### src/rtl/r88_intctl.sv
// r88_intctl: interrupt sequencer. Handles reset, NMI, IRQ and BRK.
// For NMI/IRQ/BRK it pushes PCH, PCL and flags, then fetches the vector
// and loads the PC. Reset skips the pushes and only fetches the vector.
module r88_intctl (
  input  logic        sysClock,
  input  logic        resetReq,
  input  logic        nmiReq,
  input  logic        irq,
  input  logic        irqEn,
  input  logic        brkReq,
  input  logic        instrDone,
  input  logic [15:0] pcIn,
  input  logic [15:0] spIn,
  input  logic [7:0]  flagsIn,
  input  logic        memReady,
  input  logic [7:0]  memDIn,
  output logic [15:0] memAddr,
  output logic        memRead,
  output logic        memWrite,
  output logic [7:0]  memDOut,
  output logic        spDec,
  output logic        pcLoad,
  output logic [15:0] pcOut,
  output logic        setIrqDisable,
  output logic        intActive,
  output logic [1:0]  intCause
);

  typedef enum logic [2:0] {
    S_RESET, S_IDLE, S_PUSH_PCH, S_PUSH_PCL, S_PUSH_FLG, S_VEC_LO, S_VEC_HI, S_LOAD
  } state_e;

  localparam logic [1:0] C_RST = 2'b00;
  localparam logic [1:0] C_NMI = 2'b01;
  localparam logic [1:0] C_IRQ = 2'b10;
  localparam logic [1:0] C_BRK = 2'b11;

  state_e      state_q, state_d;
  logic [1:0]  cause_q, cause_d;
  logic        nmi_prev_q;
  logic        nmi_pend_q, nmi_pend_d;
  logic        brk_pend_q, brk_pend_d;
  logic [7:0]  lo_q, hi_q;
  logic        take_nmi, take_brk;
  logic [15:0] vector;

  // Vector base for the cause being serviced.
  always_comb begin
    case (cause_q)
      C_RST:   vector = 16'hFFFC;
      C_NMI:   vector = 16'hFFFA;
      default: vector = 16'hFFFE;
    endcase
  end

  // Next state. Arbitration only happens at an instruction boundary in IDLE.
  // Every access state waits for memReady before it advances.
  always_comb begin
    state_d  = state_q;
    cause_d  = cause_q;
    take_nmi = 1'b0;
    take_brk = 1'b0;
    case (state_q)
      S_RESET: begin
        state_d = S_VEC_LO;
        cause_d = C_RST;
      end
      S_IDLE: begin
        if (instrDone) begin
          if (nmi_pend_q) begin
            state_d  = S_PUSH_PCH;
            cause_d  = C_NMI;
            take_nmi = 1'b1;
          end else if (brk_pend_q) begin
            state_d  = S_PUSH_PCH;
            cause_d  = C_BRK;
            take_brk = 1'b1;
          end else if (irq && irqEn) begin
            state_d = S_PUSH_PCH;
            cause_d = C_IRQ;
          end
        end
      end
      S_PUSH_PCH: if (memReady) state_d = S_PUSH_PCL;
      S_PUSH_PCL: if (memReady) state_d = S_PUSH_FLG;
      S_PUSH_FLG: if (memReady) state_d = S_VEC_LO;
      S_VEC_LO:   if (memReady) state_d = S_VEC_HI;
      S_VEC_HI:   if (memReady) state_d = S_LOAD;
      S_LOAD:     state_d = S_IDLE;
      default:    state_d = S_RESET;
    endcase
  end

  // A new NMI edge or BRK pulse sets its latch even in the cycle a sequence
  // is taken, so a request that coincides with that cycle is not lost.
  always_comb begin
    nmi_pend_d = (nmi_pend_q & ~take_nmi) | (nmiReq & ~nmi_prev_q);
    brk_pend_d = (brk_pend_q & ~take_brk) | brkReq;
  end

  // State register, pending latches and vector capture.
  // nmi_prev_q keeps tracking during reset, so a level held across reset
  // does not look like a new edge after release.
  always_ff @(posedge sysClock) begin
    nmi_prev_q <= nmiReq;
    if (resetReq) begin
      state_q    <= S_RESET;
      cause_q    <= C_RST;
      nmi_pend_q <= 1'b0;
      brk_pend_q <= 1'b0;
      lo_q       <= 8'h00;
      hi_q       <= 8'h00;
    end else begin
      state_q    <= state_d;
      cause_q    <= cause_d;
      nmi_pend_q <= nmi_pend_d;
      brk_pend_q <= brk_pend_d;
      if (state_q == S_VEC_LO && memReady) lo_q <= memDIn;
      if (state_q == S_VEC_HI && memReady) hi_q <= memDIn;
    end
  end

  // Outputs decode from the state. A reset request forces them all low at once.
  always_comb begin
    memAddr       = 16'h0000;
    memRead       = 1'b0;
    memWrite      = 1'b0;
    memDOut       = 8'h00;
    spDec         = 1'b0;
    pcLoad        = 1'b0;
    pcOut         = 16'h0000;
    setIrqDisable = 1'b0;
    intActive     = 1'b0;
    intCause      = 2'b00;
    if (!resetReq) begin
      intActive = (state_q != S_RESET) && (state_q != S_IDLE);
      intCause  = intActive ? cause_q : 2'b00;
      case (state_q)
        S_PUSH_PCH: begin
          memWrite = 1'b1; memAddr = spIn; memDOut = pcIn[15:8]; spDec = memReady;
        end
        S_PUSH_PCL: begin
          memWrite = 1'b1; memAddr = spIn; memDOut = pcIn[7:0]; spDec = memReady;
        end
        S_PUSH_FLG: begin
          memWrite = 1'b1; memAddr = spIn; spDec = memReady;
          memDOut  = {flagsIn[7:5], (cause_q == C_BRK), flagsIn[3:0]};
        end
        S_VEC_LO: begin
          memRead = 1'b1; memAddr = vector;
        end
        S_VEC_HI: begin
          memRead = 1'b1; memAddr = vector + 16'd1;
        end
        S_LOAD: begin
          pcLoad = 1'b1; setIrqDisable = 1'b1; pcOut = {hi_q, lo_q};
        end
        default: ;
      endcase
    end
  end

endmodule
### config.mk
export PLATFORM = sky130hd
export DESIGN_NAME = r88_intctl
export DESIGN_NICKNAME = d
export VERILOG_FILES = /design/src/rtl/r88_intctl.sv
export SDC_FILE = /design/constraint.sdc
export NUM_CORES = 1
export LEC_CHECK = 0
export CAP_MARGIN = 20
export CORE_AREA = 5 5 72 74
export CTS_CLUSTER_DIAMETER = 120
export DETAILED_ROUTE_END_ITERATION = 8
export DIE_AREA = 0 0 77 79
export HOLD_SLACK_MARGIN = 0.1
export PLACE_DENSITY = 0.89
export SLEW_MARGIN = 20
export SYNTH_ARGS = -nofsm -noshare
export SYNTH_HDL_FRONTEND = slang
export SYNTH_SLANG_ARGS = --single-unit
### constraint.sdc
create_clock -name sysClock -period 2.3 [get_ports sysClock]
set_clock_uncertainty 0.2 [all_clocks]
set_input_delay 0.46 -clock sysClock [delete_from_list [all_inputs] [get_ports sysClock]]
set_output_delay 0.46 -clock sysClock [all_outputs]
set_load 0.02 [all_outputs]
==> flow_summary.json <==
{
  "outcome": "complete, no violations",
  "drv_slew": 0,
  "numPlacedInstances": 361,
  "area.sequential_um2": 492,
  "maxCapViolations": 0,
  "cp-startpoint": "resetReq",
  "min_period_over_period": 0.979,
  "layout-drive-gt1-share": 0.311,
  "finalCoreUtilization": 0.596,
  "initial_utilization": 0.344,
  "multi_input_area_mm2": 0.00100,
  "ir_worst_vdd_v": 0.000320,
  "path_cells": "dlygate4sd2_1 -> buf_4 -> buf_4 -> nor2_1 -> and2_1 -> clkdlybuf4s15_1",
  "avgRoutedWirePerCell_um": 14.6,
  "end_kind": "output pin",
  "hold_viol_final": 0,
  "setup_violations": 0,
  "cts_tree": "done",
  "ctsLongestPathBuffers": 2,
  "critPathKind": "input pin to output pin",
  "p_leak_nw": 1.24,
  "slew_headroom": 0.666,
  "synth_top_flop_cell": "dfxtp_1",
  "io_buffers": 102,
  "async_reset_ff_frac": 0,
  "ys_top_cells_by_count": "nand2_1, dfxtp_1, a21oi_1",
  "synth-seq-cells": 24,
  "synth_area_leaders": "dfxtp_1, nand2_1, and2_1",
  "clk_pin_slew_worst_paths_ns": 0.08,
  "p_per_area_mw_per_mm2": 505,
  "dr.pass1.iters": 4,
  "fill_cells": 411,
  "core_mm2": 0.00454,
  "dieArea_mm2": 0.00608,
  "first_iter_violations": 35,
  "hp-class": "flip-flop to flip-flop",
  "ant_nets": 0,
  "crit_top_cell": "buf_4",
  "grt_pass1_vias": 1880,
  "clockRootBuffer": "clkbuf_8",
  "cp_num_buf_inv": 4,
  "netlist.area_leader.share": 0.308,
  "vias": 1847,
  "grt_setup_unrepaired": "yes",
  "area_growth_pct": 73.3,
  "cp_data_required_time_ns": 1.64,
  "cts_made_buffers": 3,
  "slowest_delay_ns": 0.30,
  "insertion_delay_ns": 0.26,
  "place.gp.congestion": 0.836,
  "synth_edf_count": 0,
  "worst_slew_pin_slew_ns": 0.497,
  "dpl.hpwl_mm": 4.08,
  "vias_per_cell": 5.01,
  "final_nets": 372,
  "yosysSeqAreaShare": 0.308,
  "cp_top_family": "buffers and inverters",
  "max_freq_ghz": 0.444,
  "antenna_found_initial": 0,
  "fin_tns_setup_ns": 0,
  "syn_inst": 201,
  "grt_usage": 0.172,
  "grt_first_pass_wirelength_mm": 8.77,
  "netlist_area_mm2": 0.00156,
  "hold_buffers": 0,
  "r2r_start": "state_q[1]",
  "finalCriticalPeriod_ns": 2.25,
  "cp_slowest_cell": "clkdlybuf4s15_1",
  "crit_fanout": 6,
  "grt_max_degree": 19,
  "ioPinCount": 104,
  "clkSinkCount": 24,
  "die_w_um": 77,
  "fp.dieH_um": 79,
  "routed_wl_mm": 5.39,
  "holdCritStartpoint": "hi_q[4]",
  "stdcell_count": 369,
  "ys_types": 35,
  "yosysWarnings": 0,
  "synth_most_common_cell": "nand2_1",
  "yosysTopAreaCell": "dfxtp_1",
  "start_kind": "input pin",
  "std_cell_rows": 25,
  "grt_overflow": 0,
  "drc_errors": 0,
  "diodes": 0,
  "synth_fp_nets": 257,
  "cts_max_level": 1,
  "avgSynthCellArea_um2": 7.76,
  "cp.arrival_ns": 1.59
}
==> layer usage <==
layer  up-vias  track usage  wire [um]
li1        928            -          -
met4         0       0.0498         75
met1       839        0.196       2240
met5         -            0          0
met3         9       0.0363        357
met2        71        0.320       2720
==> layout by cell type, fill, tap and decap left out, drive strengths merged, types with 2 or more instances in the layout <==
cell	n
dfxtp	24
a31oi	3
o211ai	3
nand2b	4
clkbuf	22
clkdlybuf4s15	3
o21ai	4
and2	18
buf	47
inv	6
a21o	13
clkdlybuf4s50	53
dlygate4sd2	4
o41ai	2
or2	2
nor2	13
mux2	9
nand2	37
and4b	3
nand4b	3
a22oi	7
a211oi	2
a22o	2
a21oi	20
==> kinds of logic after synthesis <==
kind of cell,Yosys count,share of synthesized area
xor+xnor,1,0.00561
flops,24,0.308
buf+inv,22,0.0762
simple gates,84,0.280
mux,9,0.0650
compound gates,61,0.265
==> state kept, by name, indices dropped and copies added (netlist names) <==
register,count
hi_q,8
lo_q,8
state_q,3
cause_q,2
brk_pend_q,1
nmi_pend_q,1
nmi_prev_q,1
==> power breakdown <==
group | total (mW) | leakage [nW] | switching [mW] | internal (mW)
Combinational | 0.545 | 1.00 | 0.258 | 0.287
Sequential | 0.457 | 0.197 | 0.0210 | 0.436
Clock | 0.361 | 0.0357 | 0.129 | 0.232
==> repair_timing <==
action                                  4_1_cts  5_1_grt
cloned                                        2        0
endpoints found under the setup margin       48       35
gates resized for setup                     138       55
setup buffers                                 3        1
pin swaps                                     3        1
endpoints found under the hold margin         0        0
==> stage by stage <==
| step | hold slack [ns] | worst slack (ns) | area (um^2) | total power, mW |
|---|---|---|---|---|
| 6_report | 0.254 | 0.0491 | 2700 | 1.36 |
| 5_1_grt | 0.275 | -0.0222 | 2700 | 1.43 |
| 4_1_cts | 0.256 | -0.0204 | 2770 | 1.36 |
| 3_5_place_dp | 0.246 | -0.502 | 2720 | 1.01 |
| 3_3_place_gp | 0.238 | -0.481 | 2720 | 0.995 |
| 2_1_floorplan | 0.232 | 0.0943 | 1560 | 0.739 |
==> worst paths after layout <==
kind | to | slack (ns) | depth (start not counted)
setup / recovery | intCause[0] | 0.05 | 6
hold / removal | hi_q[4] | 0.25 | 2
setup reg to reg | cause_q[1] | 0.52 | 6
hold reg to reg | hi_q[4] | 0.25 | 2
==> tightest hold or removal path, delay by kind of cell, from the launching register on <==
kind | cells | cell delay (ns)
flops | 1 | 0.31
simple gates | 1 | 0.05
compound gates | 1 | 0.05
==> final cells by class <==
type                    count  area share
clock buffers               3      0.0153
repair buffers            126       0.385
flip-flops and latches     24       0.182
clock inverters             1      0.0111
well taps                  54      0.0250
repair inverters            1     0.00231
inverters                   5     0.00879
multi-input cells         155       0.371
Note: power is estimated with default switching activity, not from simulation.
